`src/rtl/mem_access_unit_pkg.sv`:
```
`default_nettype none
// ============================================================================
//  Module  : mem_access_unit_pkg
//  Purpose : Shared types and helpers for the load/store front-end. It holds
//            the CPU op encoding, the FSM state encoding and the
//            classification helpers (store / misalignment).
//  Ports   : none (package)
//  Rev     : 1.0  initial release
// ============================================================================
package mem_access_unit_pkg;

   // CPU request encoding as presented on the op port
   typedef enum logic [2:0] {
      op_lb  = 3'b000,
      op_lh  = 3'b001,
      op_lw  = 3'b010,
      op_lbu = 3'b011,
      op_lhu = 3'b100,
      op_sb  = 3'b101,
      op_sh  = 3'b110,
      op_sw  = 3'b111
   } op_t;

   typedef enum logic [1:0] {
      st_idle = 2'd0,
      st_rd   = 2'd1,
      st_cap  = 2'd2,
      st_wr   = 2'd3
   } state_t;

   function automatic logic is_store(input op_t op);
      return (op == op_sb) || (op == op_sh) || (op == op_sw);
   endfunction

   // Byte ops can never be misaligned; halves need an even offset and
   // words need offset 0.
   function automatic logic is_misaligned(input op_t op, input logic [1:0] off);
      logic r;
      r = 1'b0;
      case (op)
         op_lh, op_lhu, op_sh: r = off[0];
         op_lw, op_sw:         r = (off != 2'b00);
         default:              r = 1'b0;
      endcase
      return r;
   endfunction

endpackage
`default_nettype wire

```
`src/rtl/mem_access_unit_lane_align.sv`:
```
`default_nettype none
// ============================================================================
//  Module  : mem_access_unit_lane_align
//  Purpose : Combinational lane steering for the load/store front-end, using
//            big-endian lane numbering (offset 0 = bits [31:24]).
//            - load path : pick byte/half from the word and sign/zero extend
//            - store path: replace the addressed byte/half with store data
//  Ports   : i_op    request op
//            i_off   byte offset within the word
//            i_word  word read from DataMemory
//            i_wdata store data (SB uses [7:0], SH uses [15:0])
//            o_load  extended load result
//            o_merge word with the addressed lane replaced
//  Rev     : 1.0  initial release
// ============================================================================
module mem_access_unit_lane_align
   import mem_access_unit_pkg::*;
(
   input  op_t         i_op,
   input  logic [1:0]  i_off,
   input  logic [31:0] i_word,
   input  logic [31:0] i_wdata,
   output logic [31:0] o_load,
   output logic [31:0] o_merge
);

   logic [7:0]  w_byte;
   logic [15:0] w_half;

   always_comb begin
      w_byte = 8'h00;
      case (i_off)
         2'd0:    w_byte = i_word[31:24];
         2'd1:    w_byte = i_word[23:16];
         2'd2:    w_byte = i_word[15:8];
         default: w_byte = i_word[7:0];
      endcase
      // offset bit 0 is guaranteed clear for half accesses
      w_half = i_off[1] ? i_word[15:0] : i_word[31:16];
   end

   always_comb begin
      o_load = i_word;
      case (i_op)
         op_lb:   o_load = {{24{w_byte[7]}}, w_byte};
         op_lbu:  o_load = {24'h000000, w_byte};
         op_lh:   o_load = {{16{w_half[15]}}, w_half};
         op_lhu:  o_load = {16'h0000, w_half};
         default: o_load = i_word;
      endcase
   end

   always_comb begin
      o_merge = i_word;
      case (i_op)
         op_sb: begin
            case (i_off)
               2'd0:    o_merge[31:24] = i_wdata[7:0];
               2'd1:    o_merge[23:16] = i_wdata[7:0];
               2'd2:    o_merge[15:8]  = i_wdata[7:0];
               default: o_merge[7:0]   = i_wdata[7:0];
            endcase
         end
         op_sh: begin
            if (i_off[1]) o_merge[15:0]  = i_wdata[15:0];
            else          o_merge[31:16] = i_wdata[15:0];
         end
         op_sw:   o_merge = i_wdata;
         default: o_merge = i_word;
      endcase
   end

endmodule
`default_nettype wire

```
`src/rtl/mem_access_unit.sv`:
```
`default_nettype none
// ============================================================================
//  Module  : mem_access_unit
//  Purpose : CPU load/store front-end driving DataMemory. Converts one
//            LB/LBU/LH/LHU/LW/SB/SH/SW byte-addressed request into word
//            accesses; sub-word stores use read-modify-write. Misaligned
//            requests complete at once with err and never touch memory.
//  Ports   : clk, reset            clock / async active-high reset
//            req, op, addr, wdata  CPU request (sampled only when idle)
//            busy, done, err       status; done is a one-cycle pulse
//            rdata                 last completed load result
//            mem_addr, mem_din     DataMemory word address / write data
//            mem_wen, mem_ren      DataMemory strobes
//            mem_dout              DataMemory read data (1-cycle latency)
//  Rev     : 1.0  initial release
// ============================================================================
module mem_access_unit
   import mem_access_unit_pkg::*;
#(
   parameter int ADDR_W = 10,
   parameter int DATA_W = 32
)(
   input  logic              clk,
   input  logic              reset,
   input  logic              req,
   input  logic [2:0]        op,
   input  logic [ADDR_W+1:0] addr,
   input  logic [DATA_W-1:0] wdata,
   output logic              busy,
   output logic              done,
   output logic              err,
   output logic [DATA_W-1:0] rdata,
   output logic [ADDR_W-1:0] mem_addr,
   output logic [DATA_W-1:0] mem_din,
   output logic              mem_wen,
   output logic              mem_ren,
   input  logic [DATA_W-1:0] mem_dout
);

   state_t            r_state;
   state_t            w_state_nxt;
   op_t               r_op;
   logic [1:0]        r_off;
   logic [DATA_W-1:0] r_wdata;
   logic [DATA_W-1:0] r_merge;
   logic [DATA_W-1:0] r_rdata;
   logic [ADDR_W-1:0] r_mem_addr;
   logic              r_done;
   logic              r_err;

   op_t               w_op_in;
   logic              w_accept;
   logic              w_misalign;
   logic [DATA_W-1:0] w_load;
   logic [DATA_W-1:0] w_merge;

   assign w_op_in    = op_t'(op);
   assign w_misalign = is_misaligned(w_op_in, addr[1:0]);

   mem_access_unit_lane_align u_lane_align (
      .i_op    (r_op),
      .i_off   (r_off),
      .i_word  (mem_dout),
      .i_wdata (r_wdata),
      .o_load  (w_load),
      .o_merge (w_merge)
   );

   // Next-state and strobe decode. Strobes come from the registered state
   // only, so ren and wen can never overlap.
   always_comb begin
      w_state_nxt = r_state;
      w_accept    = 1'b0;
      busy        = (r_state != st_idle);
      mem_ren     = (r_state == st_rd);
      mem_wen     = (r_state == st_wr);
      case (r_state)
         st_idle: begin
            if (req) begin
               w_accept = 1'b1;
               if (w_misalign)             w_state_nxt = st_idle;
               else if (w_op_in == op_sw)  w_state_nxt = st_wr;
               else                        w_state_nxt = st_rd;
            end
         end
         st_rd:   w_state_nxt = st_cap;
         st_cap:  w_state_nxt = is_store(r_op) ? st_wr : st_idle;
         st_wr:   w_state_nxt = st_idle;
         default: w_state_nxt = st_idle;
      endcase
   end

   always_ff @(posedge clk or posedge reset) begin
      if (reset) begin
         r_state    <= st_idle;
         r_op       <= op_lb;
         r_off      <= 2'b00;
         r_wdata    <= '0;
         r_merge    <= '0;
         r_rdata    <= '0;
         r_mem_addr <= '0;
         r_done     <= 1'b0;
         r_err      <= 1'b0;
      end else begin
         r_state <= w_state_nxt;
         r_done  <= 1'b0;
         r_err   <= 1'b0;
         if (w_accept) begin
            r_op       <= w_op_in;
            r_off      <= addr[1:0];
            r_wdata    <= wdata;
            r_mem_addr <= addr[ADDR_W+1:2];
            if (w_misalign) begin
               r_done <= 1'b1;
               r_err  <= 1'b1;
            end
         end
         // mem_dout holds the word read during st_rd
         if (r_state == st_cap) begin
            if (is_store(r_op)) begin
               r_merge <= w_merge;
            end else begin
               r_rdata <= w_load;
               r_done  <= 1'b1;
            end
         end
         if (r_state == st_wr) r_done <= 1'b1;
      end
   end

   assign done     = r_done;
   assign err      = r_err;
   assign rdata    = r_rdata;
   assign mem_addr = r_mem_addr;
   // Full-word stores bypass the merge register entirely
   assign mem_din  = (r_op == op_sw) ? r_wdata : r_merge;

endmodule
`default_nettype wire

```
`config.mk`:
```
export PLATFORM = sky130hd
export DESIGN_NAME = mem_access_unit
export DESIGN_NICKNAME = d
export VERILOG_FILES = /design/src/rtl/mem_access_unit_pkg.sv /design/src/rtl/mem_access_unit_lane_align.sv /design/src/rtl/mem_access_unit.sv
export SDC_FILE = /design/constraint.sdc
export NUM_CORES = 1
export LEC_CHECK = 0
export ABC_CLOCK_PERIOD_IN_PS = 3500
export CAP_MARGIN = 20
export CORE_ASPECT_RATIO = 0.75
export CORE_MARGIN = 5
export CORE_UTILIZATION = 40
export DETAILED_ROUTE_END_ITERATION = 8
export GPL_TIMING_DRIVEN = 0
export PLACE_DENSITY = 0.79
export SETUP_SLACK_MARGIN = 0.05
export SLEW_MARGIN = 25
export SYNTH_ARGS = -nofsm -noshare
export SYNTH_HDL_FRONTEND = slang
export SYNTH_SLANG_ARGS = --single-unit
```
`constraint.sdc`:
```
create_clock -name clk -period 3.5 [get_ports clk]
set_clock_uncertainty 0.1 [all_clocks]
set_input_delay 0.7 -clock clk [delete_from_list [all_inputs] [get_ports clk]]
set_output_delay 0.7 -clock clk [all_outputs]
set_load 0.01 [all_outputs]
```
==> results of run 1 <==
==> kinds of logic after synthesis <==
logic type / synth area share
AND/OR/NAND/NOR: 0.144
multiplexers: 0.231
flip-flops: 0.428
XOR/XNOR: 0.00130
buffers and inverters: 0.0447
AO/OA/AOI/OAI: 0.151
==> layout make-up <==
class                           instances  area (um^2)  share of cell area
Tap cell                              215          269              0.0289
Multi-Input combinational cell        524         3550               0.381
Inverter                                3         15.0             0.00161
Clock buffer                           20          447              0.0479
Buffer                                 58          297              0.0318
Clock inverter                         12          179              0.0192
Timing Repair Buffer                  164         1690               0.181
Sequential cell                       115         2880               0.309
==> critical path, stage by stage, from the launching register on <==
cell                              delay (ns)
sky130_fd_sc_hd__dfrtp_1                0.38
sky130_fd_sc_hd__buf_2                  0.23
sky130_fd_sc_hd__and3_1                 0.21
sky130_fd_sc_hd__buf_2                  0.26
sky130_fd_sc_hd__clkbuf_2               0.27
sky130_fd_sc_hd__nand2_1                0.09
sky130_fd_sc_hd__nand2_1                0.10
sky130_fd_sc_hd__clkdlybuf4s50_1        0.58
==> registers in the layout (all words and copies together) (netlist names) <==
name / flops
done: 1
r_op: 3
r_wdata: 32
r_off: 2
r_merge: 32
rdata: 32
r_state: 2
mem_addr: 10
err: 1
==> per-layer routing <==
metal,GRT usage,part of all wire,up-vias
met4,0.0710,0.022,0
met5,0,0,-
met1,0.322,0.43,3066
li1,-,-,2878
met3,0.0785,0.12,49
met2,0.349,0.43,403
==> placed cells by master (no fill, tap or decap), types with 17 or more instances in the layout <==
cell type and n:
sky130_fd_sc_hd__buf_2 31, sky130_fd_sc_hd__clkbuf_16 17, sky130_fd_sc_hd__clkdlybuf4s50_1 160, sky130_fd_sc_hd__dfrtp_1 115
sky130_fd_sc_hd__mux2_1 26, sky130_fd_sc_hd__mux2_2 68, sky130_fd_sc_hd__mux2i_1 47, sky130_fd_sc_hd__nand2_1 162
sky130_fd_sc_hd__nor2_1 36, sky130_fd_sc_hd__o21ai_0 23, sky130_fd_sc_hd__o21ai_1 33
==> repair_timing <==
action                     4_1_cts  5_1_grt
gates resized for setup          4        3
pin swaps                        0        0
setup buffers                    0        0
setup endpoints to repair       17       30
==> power groups by stage <==
stage	clock network (mW)	registers (mW)	logic, mW
2_1_floorplan	0	2.48	3.05
3_3_place_gp	0	2.56	4.91
3_5_place_dp	0	2.59	5.03
4_1_cts	1.88	2.57	5.07
5_1_grt	1.94	2.66	5.51
6_report	1.86	2.59	5.09
==> how the worst max path moves through the flow <==
| stage | end | start |
|---|---|---|
| finish | mem_din[10] | r_op[2] |
| global route | mem_din[10] | r_op[2] |
| CTS | mem_din[10] | r_op[2] |
| detailed placement | mem_din[14] | r_op[2] |
| global placement | mem_addr[8] | reset |
| floorplan | done | reset |
==> metrics by stage <==
step	total power [mW]	std cells	area (um^2)	hold slack (ns)	setup WS, ns
6_report	9.54	1111	9320	0.371	0.150
5_1_grt	10.1	1111	9320	0.399	0.0499
4_1_cts	9.52	1111	9320	0.375	0.0572
3_5_place_dp	7.61	1079	8680	0.364	0.475
3_3_place_gp	7.47	1075	8600	0.352	0.163
2_1_floorplan	5.53	700	6730	0.355	1.30
==> metrics, run 1 <==
Mapped Cells=700; switching power=3.83 mW; area leader, netlist=sky130_fd_sc_hd__dfrtp_1; count of standard-cell rows=41; Worst-path clk slew=0.05 ns; number of H-tree levels=4; wire length of the first global-routing pass=around 35,000 um; CTS Hold Bufs=0; antenna violations before repair=0; max-cap check violation count=0; fill count=between 1,000 and 1,500; Distinct cells, synth=47; final wirelength=around 23,000 um; antenna violation net count after detailed routing=0; number of cells on the worst hold path=2; power per cell area=~1000 nW/um^2; setup slack on the worst flop-to-flop path=between 1 and 1.5 ns; Buffers on Ports=160; via count of the first global-routing pass=around 6,300; largest net degree at the start of global routing=32; leakage power total=about 4.0 nW; terminating pin of the worst hold path=rdata[13]; critical path class=register to primary output; count of final setup violators=0; top cells by area in the synthesized netlist=sky130_fd_sc_hd__dfrtp_1 (43%), sky130_fd_sc_hd__mux2_2 (11%), sky130_fd_sc_hd__nand2_1 (9.0%), sky130_fd_sc_hd__mux2i_1 (7.0%), sky130_fd_sc_hd__mux2_1 (4.4%); Wirelength per Cell=approximately 21 um; Max rail drop VDD=around 570 uV; number of synthesized flops with an enable pin=0; average cell area after synthesis=roughly 9.6 um^2; relative area change from synthesis to final layout=38.7%; share of flip-flops with an asynchronous set or reset=1.00; cell with the most instances after synthesis=sky130_fd_sc_hd__nand2_1; Post-Syn Area=6720 um^2; Critical R2R Capture=r_wdata[3]; clock network latency to the later pin of the worst-skew pair=0.42 ns; initial standard-cell utilization of the core=0.403; part of the total power dissipated in combinational logic=0.534; Switching Fraction=0.401; number of design-rule violations left by the first detailed-router iteration=734; top cells by count, synth=sky130_fd_sc_hd__nand2_1 (162), sky130_fd_sc_hd__dfrtp_1 (115), sky130_fd_sc_hd__mux2_2 (68), sky130_fd_sc_hd__mux2i_1 (47), sky130_fd_sc_hd__nor2_1 (36); CTS root buf=sky130_fd_sc_hd__clkbuf_16; fraction of final layout cells with drive strength greater than 1=0.174; most frequently used flop master after synthesis=sky130_fd_sc_hd__dfrtp_1; Critical R2R Launch=r_state[1]; yosys warns=0; detailed placement HPWL=roughly 17,000 um; number of optimization iterations in the first detailed-route pass=5; nature of the critical path startpoint=register; Synth Register Bits=between 100 and 150; proportion of power drawn by flip-flops and latches=0.271; RSZ-0062 raised after global routing=true; worst hold path startpoint=rdata[13]; arrival time at the worst endpoint=roughly 2.6 ns; remaining routing DRC violations=0; overflow left after global routing=0; die extent in y=122 um; DR vias/cell=around 5.8; final-layout setup total negative slack=0 ns; post-route fraction of the period consumed by the critical path=0.957; Num CTS Buffers=17; data required time of the critical path=2.70 ns; Pins Over Slew Limit=0; largest fanout of any net on the critical path=10; area enclosed by the die boundary=between 15,000 and 20,000 um^2; critical path endpoint category=primary output; hold crit path type=register to register; final net count=965; minimum clock period=roughly 3.4 ns; TritonCTS Sinks=roughly 120; synthesized net count=roughly 780; GR Util All Layers=0.233; internal power=~5.7 mW; transition time of the tightest slew-check pin=slightly below 0.6 ns; total via count in the routed design=roughly 6,400; core outline area=approximately 17,000 um^2; run status=finished, final reports clean; Hold Fails Final Rpt=0; share of power burned in the clock network=0.195; proportion of netlist area held by the largest area contributor=0.428; routability congestion estimate from global placement=0.935; I/O Pins=roughly 160; CTS tree=done; number of cells on the worst reg-to-reg path=5; maximum frequency from static timing analysis=about 300 MHz; DIE WIDTH=~160 um; final cell utilization of the core=0.559; sequential element share of the synthesized area=0.428; Max-slew headroom=0.605; ant diodes=0; clock tree buffer depth=2
(Power assumes the default switching activity.)
==> run 2: changes to the inputs <==
- CTS_BUF_LIST: not set -> sky130_fd_sc_hd__clkbuf_8
==> run 2 against run 1 <==
  * Clock power fell by 26%
  * Total power fell by 5.0%
  * Flip-flop and latch count did not move
  * Sequential share of layout area rose by 0.62 points
  * Combinational power barely moved
==> metrics, run 2 (same netlist as run 1, synthesis figures left out) <==
CTS tree=done (unchanged); leakage power total=3.90 nW (was 3.97 nW); run status=finished, final reports clean (unchanged); critical-path cell with the highest stage delay=sky130_fd_sc_hd__clkdlybuf4s50_1 (unchanged); critical path class=register to primary output (unchanged); cell area after layout=9140 um^2 (was 9320 um^2); commonest cells after routing, fill and taps aside=sky130_fd_sc_hd__nand2_1 (162), sky130_fd_sc_hd__clkdlybuf4s50_1 (160), sky130_fd_sc_hd__dfrtp_1 (115) (unchanged); Buffers on Ports=160 (unchanged); clock tree buffer depth=2 (unchanged); nature of the critical path startpoint=register (unchanged); routability congestion estimate from global placement=0.935 (unchanged); power per cell area=991 nW/um^2 (was 1020 nW/um^2); count of final setup violators=0 (unchanged); maximum frequency from static timing analysis=298 MHz (was 299 MHz); Num CTS Buffers=17 (unchanged); number of H-tree levels=4 (unchanged); I/O Pins=161 (unchanged); worst path buffer plus inverter count=4 (unchanged); most common cell after layout, fill and taps aside=sky130_fd_sc_hd__nand2_1 (unchanged); RSZ-0062 raised after global routing=true (unchanged); total via count in the routed design=6,326 (was 6,396); wire length of the first global-routing pass=34,800 um (was 35,200 um); CTS Hold Bufs=0 (unchanged); die extent in y=122 um (unchanged); GR Util All Layers=0.231 (was 0.233); largest fanout of any net on the critical path=10 (unchanged); Max rail drop VDD=499 uV (was 571 uV); CTS root buf=sky130_fd_sc_hd__clkbuf_8 (was sky130_fd_sc_hd__clkbuf_16); Max-slew headroom=0.600 (was 0.605); sequence of cells on the critical path=buf_2, buf_2, nand3_2, clkbuf_2, nand2_1, nand2_1, clkdlybuf4s50_1 (was buf_2, and3_1, buf_2, clkbuf_2, nand2_1, nand2_1, clkdlybuf4s50_1); area enclosed by the die boundary=19,500 um^2 (unchanged); detailed placement HPWL=17,100 um (unchanged); relative area change from synthesis to final layout=36.0% (was 38.7%); hold crit path type=register to register (unchanged); remaining routing DRC violations=0 (unchanged); delay of the slowest cell on the worst path=0.51 ns (was 0.58 ns); antenna violation net count after detailed routing=0 (unchanged); arrival time at the worst endpoint=2.55 ns (about the same); TritonCTS Sinks=115 (unchanged); transition time of the tightest slew-check pin=0.596 ns (was 0.589 ns); cell area after placement=8680 um^2 (unchanged); core outline area=16,700 um^2 (unchanged); count of standard-cell rows=41 (unchanged); Hold Fails Final Rpt=0 (unchanged); antenna violations before repair=0 (unchanged); via count of the first global-routing pass=6,212 (was 6,303); family with the most delay on the worst path=buffers and inverters (unchanged); setup slack on the worst flop-to-flop path=1.43 ns (was 1.41 ns); final net count=965 (unchanged); Wirelength per Cell=20.4 um (was 20.5 um); final wirelength=22,700 um (was 22,800 um); largest net degree at the start of global routing=32 (unchanged); DIE WIDTH=160 um (unchanged); Pins Over Slew Limit=0 (unchanged); final cell utilization of the core=0.548 (was 0.559); number of design-rule violations left by the first detailed-router iteration=725 (was 734); overflow left after global routing=0 (unchanged); ant diodes=0 (unchanged); final-layout setup total negative slack=0 ns (unchanged); max-cap check violation count=0 (unchanged); Worst-path clk slew=0.07 ns (was 0.05 ns); initial standard-cell utilization of the core=0.403 (unchanged); number of optimization iterations in the first detailed-route pass=9 (was 5); minimum clock period=3.35 ns (about the same); data required time of the critical path=2.70 ns (about the same); DR vias/cell=5.69 (was 5.76); critical path endpoint category=primary output (unchanged); post-route fraction of the period consumed by the critical path=0.958 (was 0.957); Post CTS Setup Buffer Count=0 (unchanged); fraction of final layout cells with drive strength greater than 1=0.175 (was 0.174); number of gates given a new drive strength after cts=6 (was 4); clock network latency to the later pin of the worst-skew pair=0.45 ns (was 0.42 ns)
## run 2: cell count changes in the layout (fill, tap and decap cells not counted), sizes merged
| cell | before | now |
|---|---|---|
| inv | 4 | 6 |
| buf | 44 | 43 |
| clkbuf | 38 | 37 |
## run 2: worst register-to-register path: cells and delay by family (launching register included)
family | cells | cell delay, ns
simple gates | 2 | 0.40
buf+inv | 2 | 0.66
mux | 1 | 0.37
flops | 1 | 0.43
## run 2: metrics by stage
stage	cells	worst slack (ns)	total power [mW]	hold WS, ns
detailed placement	1079	0.475	7.61	0.364
floorplan	700	1.30	5.53	0.355
finish	1111	0.146	9.06	0.374
CTS	1111	0.0583	9.03	0.378
global placement	1075	0.163	7.47	0.352
global route	1111	0.0258	9.64	0.404
## run 2: worst paths after layout
| check | depth (start not counted) | end | start |
|---|---|---|---|
| worst max-delay path | 7 | mem_din[10] | r_op[2] |
| worst min-delay path | 2 | rdata[13] | rdata[13] |
| worst max register to register | 5 | r_wdata[4] | r_state[1] |
| worst min register to register | 2 | rdata[13] | rdata[13] |
| max in group asynchronous | 5 | r_wdata[10] | reset |
| min in group asynchronous | 2 | err | reset |
## run 2: layout make-up
cell class	count	area, um^2
multi-input combinational	524	3550
buffer	58	305
sequential	115	2880
fill	1497	7530
clock inverter	14	186
timing repair buffer	164	1690
tap	215	269
clock buffer	18	248
inverter	3	15.0
## run 2: where the power goes
part / switching [mW] / internal (mW) / total (mW)
clock network: 0.588 / 0.791 / 1.38
logic: 2.58 / 2.52 / 5.09
registers: 0.599 / 1.99 / 2.59
## run 2: per-layer routing
| layer | global-route usage | vias up | wire length, um | share of wire |
|---|---|---|---|---|
| met5 | 0 | - | 0 | 0 |
| met4 | 0.0650 | 0 | 425 | 0.019 |
| met3 | 0.0789 | 40 | 2590 | 0.11 |
| met2 | 0.345 | 362 | 9830 | 0.43 |
| met1 | 0.320 | 3052 | 9820 | 0.43 |
| li1 | - | 2872 | - | - |
==> run 3: changes to the inputs <==
- CORE_ASPECT_RATIO: 0.75 -> not set
- CTS_CLUSTER_SIZE: not set -> 10
- GPL_TIMING_DRIVEN: 0 -> not set
==> run 3 against run 2 <==
  * Combinational power down 6.9%
  * Routed wire length decreased by 7.8%
  * Largest cell class unchanged
  * Critical endpoint is now mem_din[31]
  * Largest power group unchanged
  * Flip-flop and latch count stayed put
  * Register-to-register slack worse by 0.50 ns
  * Sequential power rose by 4%
  * Maximum frequency rose by 15%
  * Die area down 0.14%
==> metrics, run 3 (same netlist as run 1, synthesis figures left out) <==
run status=finished, final reports clean (unchanged); fraction of final layout cells with drive strength greater than 1=0.148 (was 0.175); Setup WS pre-CTS=0.668 ns (was 0.475 ns); Wirelength per Cell=19.6 um (was 20.4 um); count of final setup violators=0 (unchanged); placed insts=1,035 (was 1,079); arrival time at the worst endpoint=2.13 ns (was 2.55 ns); fill count=1,450 (was 1,497); max-cap check violation count=0 (unchanged); CTS root buf=sky130_fd_sc_hd__clkbuf_8 (unchanged); FF+latch area=2880 um^2 (about the same); number of non-filler instances in the completed layout=1,068 (was 1,111); relative area change from synthesis to final layout=32.6% (was 36.0%); Worst-path clk slew=0.06 ns (was 0.07 ns); final cell utilization of the core=0.539 (was 0.548); total via count in the routed design=6,003 (was 6,326); transition time of the tightest slew-check pin=0.833 ns (was 0.596 ns); routability congestion estimate from global placement=0.907 (was 0.935); largest net degree at the start of global routing=116 (was 32); post-route fraction of the period consumed by the critical path=0.836 (was 0.958); remaining routing DRC violations=0 (unchanged); clock network latency to the later pin of the worst-skew pair=0.45 ns (about the same); critical path endpoint category=primary output (unchanged); via count of the first global-routing pass=5,986 (was 6,212); I/O Pins=161 (unchanged); overflow left after global routing=0 (unchanged); TritonCTS Sinks=115 (unchanged); final net count=916 (was 965); count of standard-cell rows=47 (was 41); nature of the critical path startpoint=register (unchanged); critical path class=register to primary output (unchanged); Max rail drop VDD=452 uV (was 499 uV); setup slack on the worst flop-to-flop path=0.93 ns (was 1.43 ns); maximum frequency from static timing analysis=342 MHz (was 298 MHz); final wirelength=20,900 um (was 22,700 um); die extent in y=140 um (was 122 um); Max-slew headroom=0.443 (was 0.600); number of optimization iterations in the first detailed-route pass=6 (was 9); minimum hold slack=0.369 ns (was 0.374 ns); largest fanout of any net on the critical path=48 (was 10); combined area of the multi-input logic cells=3560 um^2 (was 3550 um^2); number of gates given a new drive strength after cts=0 (was 6); antenna violation net count after detailed routing=0 (unchanged); core outline area=16,500 um^2 (was 16,700 um^2); hold crit path type=register to register (unchanged); CTS tree=done (unchanged); antenna violations before repair=1 (was 0); minimum clock period=2.93 ns (was 3.35 ns); number of H-tree levels=4 (unchanged); detailed placement HPWL=14,700 um (was 17,100 um); DIE WIDTH=140 um (was 160 um); Num CTS Buffers=17 (unchanged); Pins Over Slew Limit=0 (unchanged); commonest cells after routing, fill and taps aside=sky130_fd_sc_hd__nand2_1 (162), sky130_fd_sc_hd__clkdlybuf4s50_1 (160), sky130_fd_sc_hd__dfrtp_1 (114) (was sky130_fd_sc_hd__nand2_1 (162), sky130_fd_sc_hd__clkdlybuf4s50_1 (160), sky130_fd_sc_hd__dfrtp_1 (115)); Buffers on Ports=160 (unchanged); wire length of the first global-routing pass=32,700 um (was 34,800 um); GR Util All Layers=0.212 (was 0.231); data required time of the critical path=2.70 ns (about the same); initial standard-cell utilization of the core=0.407 (was 0.403); most common cell after layout, fill and taps aside=sky130_fd_sc_hd__nand2_1 (unchanged); DR vias/cell=5.62 (was 5.69); area enclosed by the die boundary=19,500 um^2 (about the same); final-layout setup total negative slack=0 ns (unchanged); Post CTS Setup Buffer Count=0 (unchanged); clock tree buffer depth=2 (unchanged); Hold Fails Final Rpt=0 (unchanged); RSZ-0062 raised after global routing=false (was true); leakage power total=3.75 nW (was 3.90 nW); CTS Hold Bufs=0 (unchanged); Worst Slack Setup Final=0.573 ns (was 0.146 ns); power per cell area=996 nW/um^2 (was 991 nW/um^2); number of design-rule violations left by the first detailed-router iteration=719 (was 725)
run 3: cell count changes in the layout (fill, tap and decap cells not counted), moves of 3 or more:
cell | previous run | this run
sky130_fd_sc_hd__clkbuf_1 | 12 | 0
sky130_fd_sc_hd__buf_4 | 5 | 11
sky130_fd_sc_hd__buf_2 | 30 | 0
sky130_fd_sc_hd__clkbuf_4 | 3 | 0
sky130_fd_sc_hd__clkbuf_2 | 4 | 0
run 3: power by group:
group	internal, mW	total, mW	switching (mW)
sequential	1.99	2.69	0.700
combinational	2.39	4.74	2.35
clock	0.894	1.45	0.557
run 3: worst max-delay path, cell delays in order (launching register included):
cell                              delay, ns
sky130_fd_sc_hd__dfrtp_1               0.42
sky130_fd_sc_hd__and3_1                0.24
sky130_fd_sc_hd__buf_12                0.23
sky130_fd_sc_hd__nand2_1               0.08
sky130_fd_sc_hd__nand2_1               0.12
sky130_fd_sc_hd__clkdlybuf4s50_1       0.56
run 3: layout make-up:
type / instances / area share
diodes: 1 / 0.000281
clock buffers: 20 / 0.0309
clock inverters: 12 / 0.0209
inverters: 3 / 0.00168
multi-input cells: 524 / 0.399
flip-flops and latches: 115 / 0.323
well taps: 220 / 0.0309
repair buffers: 173 / 0.193
run 3: per-layer routing:
| layer | vias to the layer above | global-route usage | routed length (um) |
|---|---|---|---|
| met3 | 46 | 0.0662 | 2050 |
| li1 | 2770 | - | - |
| met5 | - | 0 | 0 |
| met4 | 0 | 0.0938 | 614 |
| met2 | 318 | 0.323 | 9360 |
| met1 | 2869 | 0.278 | 8870 |
run 3: path summary, 6_finish.rpt:
path,depth (start not counted),start,endpoint
setup / recovery,5,r_op[0],mem_din[31]
hold / removal,2,rdata[13],rdata[13]
setup reg to reg,4,r_off[0],r_merge[16]
hold reg to reg,2,rdata[13],rdata[13]
max in group asynchronous,3,reset,r_merge[16]
min in group asynchronous,3,reset,rdata[14]
run 3: per-stage QoR:
step                      power [mW]  instance area, um^2
after CTS                       8.89                 8910
after global placement          7.30                 8440
final                           8.88                 8910
after detailed placement        7.41                 8450
after global routing            9.44                 8910
after floorplan                 5.53                 6730
==> variant: new RTL, settings of run 2 <==
Re-encode `state_t` (4 states) as one-hot, 4 bits wide.
--- a/src/rtl/mem_access_unit_pkg.sv
+++ b/src/rtl/mem_access_unit_pkg.sv
@@ -21,11 +21,11 @@
       op_sw  = 3'b111
    } op_t;
 
-   typedef enum logic [1:0] {
-      st_idle = 2'd0,
-      st_rd   = 2'd1,
-      st_cap  = 2'd2,
-      st_wr   = 2'd3
+   typedef enum logic [3:0] {
+      st_idle = 4'b0001,
+      st_rd   = 4'b0010,
+      st_cap  = 4'b0100,
+      st_wr   = 4'b1000
    } state_t;
 
    function automatic logic is_store(input op_t op);
Function: no difference found for any inputs over 10 cycles, from zero or initial values and one cycle with reset high; not proved beyond that.
==> variant against run 2 <==
Sequential cell count rose by 2. Clock power barely moved. Global-route usage fell by 0.085 points. First-iteration DRC count rose by 8.6%. Worst setup slack improved by 0.0046 ns. Wire length fell by 4.8%. Via count fell by 6.7%. Final area fell by 3.7%. Area after synthesis fell by 4.5%. Total power fell by 9.0%. Sequential share of layout area rose by 1.8 points. Critical endpoint is now mem_din[6].
==> variant: results (changes against run 2) <==
- Master of the slowest instance on the critical path: clkdlybuf4s50_1
- Maximum resistive drop on vdd: 0.433 mV (-13%)
- GP Congestion: 0.955 (+2.1%)
- Worst slew slack as a fraction of its limit: 0.497 (-0.103)
- Aggregate global-route resource usage: 0.230 (-0.000854)
- Leakage: 3.77 nW (-3.3%)
- Reg clk slew, reported paths: 0.07 ns (about the same)
- Unique cell type count in the Yosys netlist: 48 (+2.1%)
- Total detailed-routing wirelength: 21600 microns (-4.8%)
- Share of synthesized area occupied by flip-flops and latches: 0.456 (+0.0284)
- Switching power share of the total: 0.394 (-0.0216)
- CTS Buf Count: 17 (unchanged)
- Global-route wire length before repair: 33300 microns (-4.3%)
- Warning count from the yosys run: 0 (unchanged)
- Hold WC Path Type: reg -> reg
- Synthesized net count: 720 (-7.9%)
- Clock insertion delay at the later pin of the skew report: 0.43 ns (-0.02 ns)
- Synth area leaders: dfrtp_1, mux2_2, nand2_1
- Startpoint Class: flop
- Initial core utilization: 0.404 (+0.00127)
- Deepest clock path buffer count: 2 (unchanged)
- Flip-flop cell with the highest count after synthesis: dfrtp_1
- Post-CTS setup buffers: 0 (unchanged)
- Vias/cell: 5.66 (-0.52%)
- Gate family responsible for the most delay along the worst path: buffers and inverters
- Count of antenna diodes in the layout: 0 (unchanged)
- DRC violation total after the first TritonRoute iteration: 787 (+8.6%)
- Share of post-route cells with drive strength above 1: 0.220 (+0.0447)
- Final net count: 902 (-6.5%)
- Max incr delay on CP: 0.50 ns
- Proportion of register bits with asynchronous set or reset after synthesis: 1.00 (unchanged)
- Initial antenna violation count: 0 (unchanged)
- Commonest cells in the netlist: nand2_1, dfrtp_1, mux2_2, nor2_1, o21ai_0
- Vias in the first global route: 5734 (-7.7%)
- Number of buffers inserted by port buffering: 160 (unchanged)
- Critical path arrival: 2.55 ns (about the same)
- Post-detailed-placement half-perimeter wirelength: 16200 microns (-5.5%)
- Root buf cell: clkbuf_8
- First-pass iteration count of the detailed router: 9 (unchanged)
- Maximum number of pins on one net before global-route repair: 32 (unchanged)
- Maximum level of the CTS H-tree: 4 (unchanged)
- Run status: finished clean
- Internal reg-to-reg setup slack: 1.28 ns (-0.15 ns)
- Critical path peak fanout: 10 (unchanged)
## variant: cell count changes after synthesis, sizes merged, moves of 8 or more
cell,run 2,this run
a21oi,10,21
a221o,0,9
a221oi,0,8
a222oi,16,24
a31oi,16,0
a32o,8,0
buf,42,30
mux2i,47,2
nor2,38,49
nor3,10,0
o211ai,15,1
o21ai,56,42
o22a,16,3
## variant: final timing paths
| path | from | cells after the start | to |
|---|---|---|---|
| max reg2reg | r_state[0] | 4 | r_off[0] |
| min | rdata[5] | 2 | rdata[5] |
| min in group asynchronous | reset | 2 | rdata[2] |
| max | r_op[2] | 7 | mem_din[6] |
| max in group asynchronous | reset | 4 | rdata[15] |
| min reg2reg | rdata[5] | 2 | rdata[5] |
## variant: final cells by class
| cell class | count | area [sq um] |
|---|---|---|
| fill | 1378 | 7060 |
| multi-input combinational | 472 | 3280 |
| sequential | 117 | 2930 |
| timing repair buffer | 163 | 1660 |
| clock buffer | 23 | 317 |
| tap | 210 | 263 |
| buffer | 45 | 220 |
| clock inverter | 8 | 120 |
| inverter | 4 | 18.8 |
## variant: logic make-up after synthesis
family                 after synthesis  share of synthesized area
XOR/XNOR                             4                    0.00546
AND/OR/NAND/NOR                    240                      0.159
AO/OA/AOI/OAI                      129                      0.159
flip-flops                         117                      0.456
multiplexers                        99                      0.186
buffers and inverters               49                     0.0343
## variant: tightest hold or removal path, stage by stage (launching register included)
cell and delay, ns:
dfrtp_1 0.35, nand2_1 0.05, o21ai_0 0.06
## variant: through the flow
stage	util	instance area [sq um]	cells	worst slack, ns	hold WS (ns)
2_1_floorplan	-	6420	638	1.27	0.350
3_5_place_dp	0.526	8350	1011	0.285	0.370
5_1_grt	0.555	8810	1042	0.0569	0.405
4_1_cts	0.554	8790	1042	0.0373	0.385
6_report	0.555	8810	1042	0.151	0.383
3_3_place_gp	0.522	8290	1008	0.101	0.364
## variant: routing by layer
metal  GRT usage  up-vias  share of wire
li1            -     2654              -
met1       0.341     2834           0.43
met2       0.324      378           0.42
met3      0.0753       36           0.14
met4      0.0520        0          0.018
met5           0        -              0
## variant: power by group through the flow
stage          Combinational [mW]  Sequential (mW)  Clock [mW]
2_1_floorplan                2.47             2.44           0
3_3_place_gp                 4.19             2.51           0
3_5_place_dp                 4.27             2.53           0
4_1_cts                      4.31             2.51        1.39
5_1_grt                      4.68             2.61        1.46
6_report                     4.32             2.55        1.38
## variant: what timing repair did
item / in CTS / in global routing
resized for setup: 8 / 4
cloned: 0 / 0
setup endpoints to repair: 30 / 30
